File: src/rtl/fetch_sequencer_pkg.sv
// fetch_sequencer_pkg: shared types and constants for the fetch sequencer
package fetch_sequencer_pkg;
  localparam int XLEN = 32;
  localparam logic [XLEN-1:0] RESET_PC_DEF = 32'h0000_0000;
  localparam logic [XLEN-1:0] PC_STEP_DEF = 32'd4;
  typedef enum logic [1:0] {FETCH, WAIT, HOLD, DISCARD} fetch_state_e;
endpackage

File: src/rtl/fetch_sequencer_hold_buf.sv
// fetch_hold_buf: (pc, instr) capture register used while decode is stalled
module fetch_hold_buf
  import fetch_sequencer_pkg::*;
(
  input  logic            clk,
  input  logic            rst,
  input  logic            i_load,
  input  logic            i_clear,
  input  logic [XLEN-1:0] i_pc,
  input  logic [XLEN-1:0] i_instr,
  output logic [XLEN-1:0] o_pc,
  output logic [XLEN-1:0] o_instr
);
  logic [2*XLEN-1:0] r_data;
  // capture on load, clear on reset or when the held word is consumed/dropped
  always_ff @(posedge clk)
    if (rst || i_clear) r_data <= '0;
    else if (i_load) r_data <= {i_pc, i_instr};
  assign {o_pc, o_instr} = r_data;
endmodule

File: src/rtl/fetch_sequencer.sv
// fetch_sequencer: PC sequencing and instruction-memory handshake for the fetch stage
module fetch_sequencer
  import fetch_sequencer_pkg::*;
#(
  parameter logic [XLEN-1:0] RESET_PC = RESET_PC_DEF,
  parameter logic [XLEN-1:0] PC_STEP = PC_STEP_DEF
) (
  input  logic            clk,
  input  logic            rst,
  input  logic            stall_d,
  input  logic            redirect_valid,
  input  logic [XLEN-1:0] redirect_pc,
  output logic            imem_req,
  output logic [XLEN-1:0] imem_addr,
  input  logic            imem_ready,
  input  logic [XLEN-1:0] imem_rdata,
  output logic [XLEN-1:0] pc,
  output logic [XLEN-1:0] instr,
  output logic            instr_valid,
  output logic            stall_f
);
  fetch_state_e r_state, w_next_state;
  logic [XLEN-1:0] r_fetch_pc, r_pending_pc, w_next_pc, w_next_pending;
  logic [XLEN-1:0] w_buf_pc, w_buf_instr;
  logic w_load, w_clear;
  fetch_hold_buf u_hold_buf (
    .clk    (clk),
    .rst    (rst),
    .i_load (w_load),
    .i_clear(w_clear),
    .i_pc   (r_fetch_pc),
    .i_instr(imem_rdata),
    .o_pc   (w_buf_pc),
    .o_instr(w_buf_instr)
  );
  // state, fetch address and post-discard redirect target
  always_ff @(posedge clk)
    if (rst) begin
      r_state      <= FETCH;
      r_fetch_pc   <= RESET_PC;
      r_pending_pc <= '0;
    end else begin
      r_state      <= w_next_state;
      r_fetch_pc   <= w_next_pc;
      r_pending_pc <= w_next_pending;
    end
  // next state and outputs; redirect outranks stall and any same-cycle transfer
  always_comb begin
    w_next_state   = r_state;
    w_next_pc      = r_fetch_pc;
    w_next_pending = r_pending_pc;
    w_load         = 1'b0;
    w_clear        = 1'b0;
    imem_req       = 1'b0;
    imem_addr      = r_fetch_pc;
    instr          = '0;
    pc             = '0;
    instr_valid    = 1'b0;
    if (!rst)
      unique case (r_state)
        FETCH, WAIT: begin
          imem_req = 1'b1;
          instr    = imem_rdata;
          pc       = r_fetch_pc;
          if (redirect_valid) begin
            if (r_state == WAIT && !imem_ready) begin
              w_next_pending = redirect_pc;
              w_next_state   = DISCARD;
            end else begin
              w_next_pc    = redirect_pc;
              w_next_state = FETCH;
            end
          end else if (imem_ready && stall_d) begin
            w_load       = 1'b1;
            w_next_state = HOLD;
          end else if (imem_ready) begin
            instr_valid  = 1'b1;
            w_next_pc    = r_fetch_pc + PC_STEP;
            w_next_state = FETCH;
          end else w_next_state = WAIT;
        end
        HOLD: begin
          instr = w_buf_instr;
          pc    = w_buf_pc;
          if (redirect_valid) begin
            w_clear      = 1'b1;
            w_next_pc    = redirect_pc;
            w_next_state = FETCH;
          end else if (!stall_d) begin
            instr_valid  = 1'b1;
            w_clear      = 1'b1;
            w_next_pc    = r_fetch_pc + PC_STEP;
            w_next_state = FETCH;
          end
        end
        DISCARD: begin
          imem_req = 1'b1;
          if (imem_ready) begin
            w_next_pc    = redirect_valid ? redirect_pc : r_pending_pc;
            w_next_state = FETCH;
          end else if (redirect_valid) w_next_pending = redirect_pc;
        end
      endcase
  end
  assign stall_f = rst || !(instr_valid && !stall_d);
endmodule

File: config.mk
export PLATFORM = sky130hd
export DESIGN_NAME = fetch_sequencer
export DESIGN_NICKNAME = d
export VERILOG_FILES = /design/src/rtl/fetch_sequencer_pkg.sv /design/src/rtl/fetch_sequencer_hold_buf.sv /design/src/rtl/fetch_sequencer.sv
export SDC_FILE = /design/constraint.sdc
export NUM_CORES = 1
export LEC_CHECK = 0
export CORE_ASPECT_RATIO = 1.1
export CORE_MARGIN = 2
export CORE_UTILIZATION = 51
export DETAILED_ROUTE_END_ITERATION = 12
export HOLD_SLACK_MARGIN = 0.08
export PLACE_DENSITY = 0.78
export SLEW_MARGIN = 0
export SYNTH_ARGS = -nofsm -noshare
export SYNTH_HDL_FRONTEND = slang
export SYNTH_SLANG_ARGS = --single-unit
File: constraint.sdc
create_clock -name clk -period 2.9 [get_ports clk]
set_clock_uncertainty 0.2 [all_clocks]
set_input_delay 0.435 -clock clk [delete_from_list [all_inputs] [get_ports clk]]
set_output_delay 0.435 -clock clk [all_outputs]
set_load 0.05 [all_outputs]
==> flow_summary.json, run 1 <==
{
  "htree_num_levels": 4,
  "switching_share_pct": 30.63,
  "synth_area_per_cell_um2": 7.006,
  "hold_viol": 0,
  "finalHoldWorstSlack_ns": 0.2522,
  "synth_area_leaders": "dfxtp_1 37%, nor3_1 9.2%, a21oi_1 8.8%",
  "clock-sinks": 130,
  "ant_nets": 0,
  "drt_first_pass_iters": 5,
  "antenna_cells": 0,
  "final_common_cell": "nor3_1",
  "period_needed_ns": 2.657,
  "seq_area_mm2": 0.002606,
  "drt_iter0_drc": 943,
  "multi_input_area_mm2": 0.004080,
  "p_int_mw": 3.707,
  "dp_hpwl_mm": 14.64,
  "r2r_cells": 5,
  "synth_top_cell_area_share_pct": 36.67,
  "yosys.area.top_type": "dfxtp_1",
  "netlist_area_mm2": 0.007097,
  "final_cell_mix": "130 x nor3_1, 129 x nand2_1, 129 x dfxtp_1",
  "relSlewSlack_pct": 55.87,
  "grtUsageTotal_pct": 29.76,
  "die_area_mm2": 0.01488,
  "worstPathRequired_ns": 2.27,
  "endpoint": "instr_valid",
  "vias": 7824,
  "drc": 0,
  "drv_slew": 0,
  "grt_pass1_vias": 6940,
  "syn_to_final_growth_pct": 37.83,
  "outcome": "finished clean",
  "worstPathArrival_ns": 2.02,
  "path_max_fanout": 6,
  "leakagePower_nw": 3.383,
  "synth-seq-cells": 130,
  "critPathCaptureType": "output port",
  "wl_per_cell_um": 16.93,
  "num_rows": 45,
  "start_util_pct": 51.87,
  "gr-total-overflow": 0,
  "synth_warnings": 0,
  "place_congestion": 0.9042,
  "rsz0062_at_grt": "false",
  "synth_top_family_by_area": "simple AND/OR/NAND/NOR gates",
  "clockBufferDepth": 2,
  "synthAdderAreaFrac_pct": 0.1763,
  "power.density_mw_per_mm2": 546.3,
  "cts_tree": "yes",
  "final.period_utilization_pct": 91.61,
  "synth_simple_gate_area_share_pct": 38.19,
  "pwr-share-clk_pct": 41.0,
  "critPathLaunchType": "input pin",
  "fin_nets": 1199,
  "synth_cell_type_count": 53,
  "synth_xor_area_share_pct": 0,
  "clk_root_buffer_cell": "clkbuf_16",
  "vias_per_cell": 5.883,
  "rrSetupSlack_ns": 0.44,
  "p_comb_share_pct": 21.4,
  "synth_compound_area_share_pct": 18.09,
  "finalNonFillerCells": 1330,
  "synth-main-ff-cell": "dfxtp_1",
  "report.final.setup_viol": 0,
  "synth_edf_count": 0,
  "ctsResizeCount": 0,
  "grt_pass1_wl_mm": 35.45,
  "cts-buffers-inserted": 17,
  "switchingPower_mw": 1.637,
  "worstMarginPinSlew_ns": 0.6559,
  "synthCells": 1013,
  "maxCapViolCount": 0,
  "insertion_delay_ns": 0.42,
  "drive_gt1_share_pct": 12.26,
  "fp.coreArea_mm2": 0.01368,
  "cts_setup_buffers": 0,
  "tns_ns": 0,
  "path_clk_slew_ns": 0.06,
  "synth_seq_area_share_pct": 36.67,
  "synthArstFlopShare_pct": 0,
  "worstSetupStartpoint": "redirect_valid",
  "worstReg2RegEnd": "imem_addr[15]$_SDFFE_PP0P_",
  "r2r_start": "imem_addr[7]$_SDFFE_PP0P_",
  "seq_power_share_pct": 37.6,
  "ios": 168,
  "synth_mux_area_share_pct": 0.7052,
  "hp-class": "flip-flop to flip-flop",
  "final.fill_count": 1130,
  "syn-num-nets": 1083,
  "ir_worst_vdd_mv": 0.3615,
  "die_w_um": 116.5,
  "wirelength_mm": 22.51,
  "fmax_ghz": 0.3764,
  "crit_type": "input pin to output port",
  "hold_buffers": 0,
  "grt_max_degree": 87,
  "dp_cells": 1298,
  "antenna_found_initial": 0,
  "io_buffers": 167,
  "die_h_um": 127.7
}
cell usage after synthesis (all sizes together), types with 9 or more instances:
| cell | n |
|---|---|
| nor3 | 131 |
| dfxtp | 130 |
| nand2 | 129 |
| a21oi | 125 |
| nor2 | 119 |
| clkbuf | 79 |
| o21ai | 40 |
| nand3b | 38 |
| nor2b | 35 |
| nand2b | 33 |
| buf | 22 |
| nand3 | 14 |
| nand4 | 13 |
| a31oi | 11 |
| o211ai | 9 |
state kept, by name, indices dropped and copies added (netlist names):
register,count
u_hold_buf.r_data,64
imem_addr,32
r_pending_pc,32
r_state,2
metal layers:
layer	vias to the layer above	routed length (um)	track usage (%)	part of all wire (%)
li1	3764	-	-	-
met1	3653	9634	41.12	43
met2	365	10500	46.65	47
met3	42	1957	5.863	8.7
met4	0	417	9.804	1.9
met5	-	0	0	0
worst min path at each step:
| stage | startpoint | endpoint | slack, ns | cells after the start |
|---|---|---|---|---|
| CTS | r_pending_pc[25]$_SDFFE_PP0P_ | r_pending_pc[25]$_SDFFE_PP0P_ | 0.25 | 2 |
| detailed placement | r_pending_pc[25]$_SDFFE_PP0P_ | r_pending_pc[25]$_SDFFE_PP0P_ | 0.24 | 2 |
| global placement | r_pending_pc[1]$_SDFFE_PP0P_ | r_pending_pc[1]$_SDFFE_PP0P_ | 0.24 | 2 |
| finish | r_pending_pc[9]$_SDFFE_PP0P_ | r_pending_pc[9]$_SDFFE_PP0P_ | 0.25 | 2 |
| global route | r_pending_pc[14]$_SDFFE_PP0P_ | r_pending_pc[14]$_SDFFE_PP0P_ | 0.27 | 2 |
| floorplan | r_pending_pc[1]$_SDFFE_PP0P_ | r_pending_pc[1]$_SDFFE_PP0P_ | 0.23 | 2 |
cell type report:
cell class,count,area share [%]
clock buffers,20,4.886
well taps,188,2.405
clock inverters,12,1.330
repair buffers,198,22.76
multi-input cells,775,41.71
flip-flops and latches,130,26.64
inverters,7,0.2686
power groups by stage:
stage	combinational [mW]	sequential, mW	clock (mW)
floorplan	0.598	2.10	0
global placement	1.13	2.03	0
detailed placement	1.14	2.04	0
CTS	1.15	2.00	2.20
global route	1.22	2.02	2.28
finish	1.15	2.01	2.19
stage by stage:
step                      total power [mW]  worst slack (ns)  utilization, %  area [um2]
after floorplan                      2.696            0.1666               -        7097
after global placement               3.161            0.2892           67.05        9174
after detailed placement             3.177            0.2033           67.05        9174
after CTS                            5.347            0.2511           71.50        9782
after global routing                 5.523            0.1635           71.50        9782
final                                5.344            0.2433           71.50        9782
worst max-delay path, cell delays in order:
cell             delay, ns
clkdlybuf4s50_1       0.57
a21o_1                0.24
or4_1                 0.49
inv_1                 0.13
buf_12                0.14
kinds of logic (layout without fill, tap and decap cells):
| kind of cell | count (synthesis) | after routing |
|---|---|---|
| DFF | 130 | 130 |
| muxes | 5 | 5 |
| adders and majority gates | 1 | 1 |
| AOI/OAI and AO/OA | 223 | 223 |
| and+or+nand+nor | 546 | 546 |
| buffers and inverters | 108 | 237 |
Note: power is estimated with default switching activity, not from simulation.
==> inputs of run 2 (changes only) <==
--- a/config.mk
+++ b/config.mk
@@ -8,6 +8,7 @@
 export CORE_ASPECT_RATIO = 1.1
 export CORE_MARGIN = 2
 export CORE_UTILIZATION = 51
+export CTS_CLUSTER_SIZE = 12
 export DETAILED_ROUTE_END_ITERATION = 12
 export HOLD_SLACK_MARGIN = 0.08
 export PLACE_DENSITY = 0.78
==> results of run 2 <==
Same layout as run 1: the final DEF is identical, and so are final timing and power.
==> inputs of run 3 (changes only) <==
--- a/config.mk
+++ b/config.mk
@@ -7,11 +7,11 @@
 export LEC_CHECK = 0
 export CORE_ASPECT_RATIO = 1.1
 export CORE_MARGIN = 2
-export CORE_UTILIZATION = 51
+export CORE_UTILIZATION = 54
 export CTS_CLUSTER_SIZE = 12
 export DETAILED_ROUTE_END_ITERATION = 12
 export HOLD_SLACK_MARGIN = 0.08
-export PLACE_DENSITY = 0.78
+export PLACE_DENSITY = 0.82
 export SLEW_MARGIN = 0
 export SYNTH_ARGS = -nofsm -noshare
 export SYNTH_HDL_FRONTEND = slang
==> constraint.sdc (replaced) <==
create_clock -name clk -period 3.4 [get_ports clk]
set_clock_uncertainty 0.2 [all_clocks]
set_input_delay 0.51 -clock clk [delete_from_list [all_inputs] [get_ports clk]]
set_output_delay 0.51 -clock clk [all_outputs]
set_load 0.05 [all_outputs]
==> flow_summary.json, run 3 (synthesis gave the netlist of run 1 again) <==
{
  "outcome": "finished clean",
  "num_rows": 43,
  "io_buffers": 167,
  "vias": 7735,
  "drt_iter0_drc": 897,
  "report.final.setup_viol": 0,
  "cp_cell_sequence": "buf_16 > nand2b_1 > a21oi_1 > clkdlybuf4s50_1",
  "worstPathRequired_ns": 2.69,
  "relSlewSlack_pct": 25.69,
  "grt_pass1_vias": 6907,
  "use_met2_pct": 45.65,
  "antenna_cells": 0,
  "ant_nets": 0,
  "grtUsageTotal_pct": 29.91,
  "leakagePower_nw": 3.184,
  "fin_nets": 1194,
  "drc": 0,
  "drv_slew": 0,
  "path_max_fanout": 55,
  "ir_worst_vdd_mv": 0.3288,
  "place_congestion": 0.8678,
  "period_needed_ns": 3.148,
  "insertion_delay_ns": 0.43,
  "die_w_um": 113.3,
  "drt_first_pass_iters": 6,
  "grtUsageMet3_pct": 6.774,
  "clockBufferDepth": 2,
  "clock-sinks": 130,
  "crit_type": "flip-flop to output port",
  "finalNonFillerCells": 1294,
  "dp_hpwl_mm": 14.11,
  "die_h_um": 124.2,
  "power.density_mw_per_mm2": 473.0,
  "clk_root_buffer_cell": "clkbuf_16",
  "final.period_utilization_pct": 92.60,
  "finalHoldWorstSlack_ns": 0.2514,
  "rsz0062_at_grt": "false",
  "hold_viol": 0,
  "final_cell_mix": "132 x clkdlybuf4s50_1, 130 x nor3_1, 129 x nand2_1, 129 x dfxtp_1, 125 x a21oi_1",
  "crit_path_top_delay_cell": "clkdlybuf4s50_1",
  "die_area_mm2": 0.01408,
  "syn_to_final_growth_pct": 31.61,
  "cts_tree": "yes",
  "critPathCaptureType": "output port",
  "top_usage_layer": "met2",
  "largest_reg_flops": 64,
  "start_util_pct": 55.89,
  "rrSetupSlack_ns": 0.73,
  "worstPathArrival_ns": 2.44,
  "tns_ns": 0,
  "vias_per_cell": 5.978,
  "wirelength_mm": 21.90,
  "htree_num_levels": 4,
  "path_clk_slew_ns": 0.05,
  "drive_gt1_share_pct": 8.619,
  "critPathLaunchType": "flip-flop",
  "fp.coreArea_mm2": 0.01270,
  "grt_max_degree": 109,
  "ctsResizeCount": 0,
  "worstMarginPinSlew_ns": 1.110,
  "gr-total-overflow": 0,
  "fmax_ghz": 0.3176,
  "slowest_delay_ns": 0.84,
  "cts-buffers-inserted": 17,
  "dp_cells": 1261,
  "ios": 168,
  "use_met1_pct": 41.10,
  "maxCapViolCount": 0,
  "final_common_cell": "clkdlybuf4s50_1",
  "grt_pass1_wl_mm": 34.47,
  "antenna_found_initial": 0,
  "wl_per_cell_um": 16.92,
  "top_register": "u_hold_buf.r_data",
  "hp-class": "flip-flop to flip-flop"
}
-- run 3: changes by cell type in the layout (fill, tap and decap cells not counted), sizes merged --
cell           change
clkdlybuf4s50     +33
clkbuf             +9
buf               -38
clkinv             -3
bufinv             -1
clkinvlp           -5
-- run 3: path summary, 6_finish.rpt --
kind / start / end / cells past startpoint
worst max-delay path: r_state[1]$_SDFFE_PP0P_ / pc[29] / 4
worst min register to register: r_pending_pc[25]$_SDFFE_PP0P_ / r_pending_pc[25]$_SDFFE_PP0P_ / 2
worst max register to register: r_state[0]$_SDFFE_PP0P_ / imem_addr[30]$_SDFFE_PP0P_ / 6
worst min-delay path: r_pending_pc[25]$_SDFFE_PP0P_ / r_pending_pc[25]$_SDFFE_PP0P_ / 2
-- run 3: repair_timing --
| item | CTS | global route |
|---|---|---|
| hold buffers | 0 | 0 |
| endpoints found under the setup margin | 0 | 54 |
| buffers inserted | 0 | 1 |
-- run 3: critical path: cells and delay by family (launching register included) --
kind | cells | cell delay (ns)
AO/OA/AOI/OAI | 1 | 0.19
buffers and inverters | 2 | 1.12
flip-flops | 1 | 0.52
AND/OR/NAND/NOR | 1 | 0.17
-- run 3: power breakdown --
part	switching, mW	internal [mW]
registers	0.108	1.61
logic	0.563	0.334
clock network	0.643	1.16
total	1.31	3.10
-- run 3: cell type report --
type	count	area (um2)
clock buffers	29	550.5
clock inverters	3	40.04
fillers	1067	3357
inverters	7	26.28
multi-input cells	775	4080
flip-flops and latches	130	2606
well taps	157	196.4
repair buffers	193	1841
-- run 3: per-layer routing --
layer  vias to the layer above  wire length [um]
li1                       3767                 -
met1                      3571              9463
met2                       349             10080
met3                        48              1851
met4                         0               501
met5                         -                 0
-- run 3: stage by stage --
step | worst slack (ns) | power, mW | util (%) | area [um2]
6_report | 0.2516 | 4.418 | 73.56 | 9340
5_1_grt | 0.2011 | 4.572 | 73.56 | 9340
4_1_cts | 0.02641 | 4.423 | 73.34 | 9313
3_5_place_dp | 0.4772 | 2.631 | 68.69 | 8722
3_3_place_gp | 0.4766 | 2.619 | 68.69 | 8722
2_1_floorplan | 0.5916 | 2.299 | - | 7097
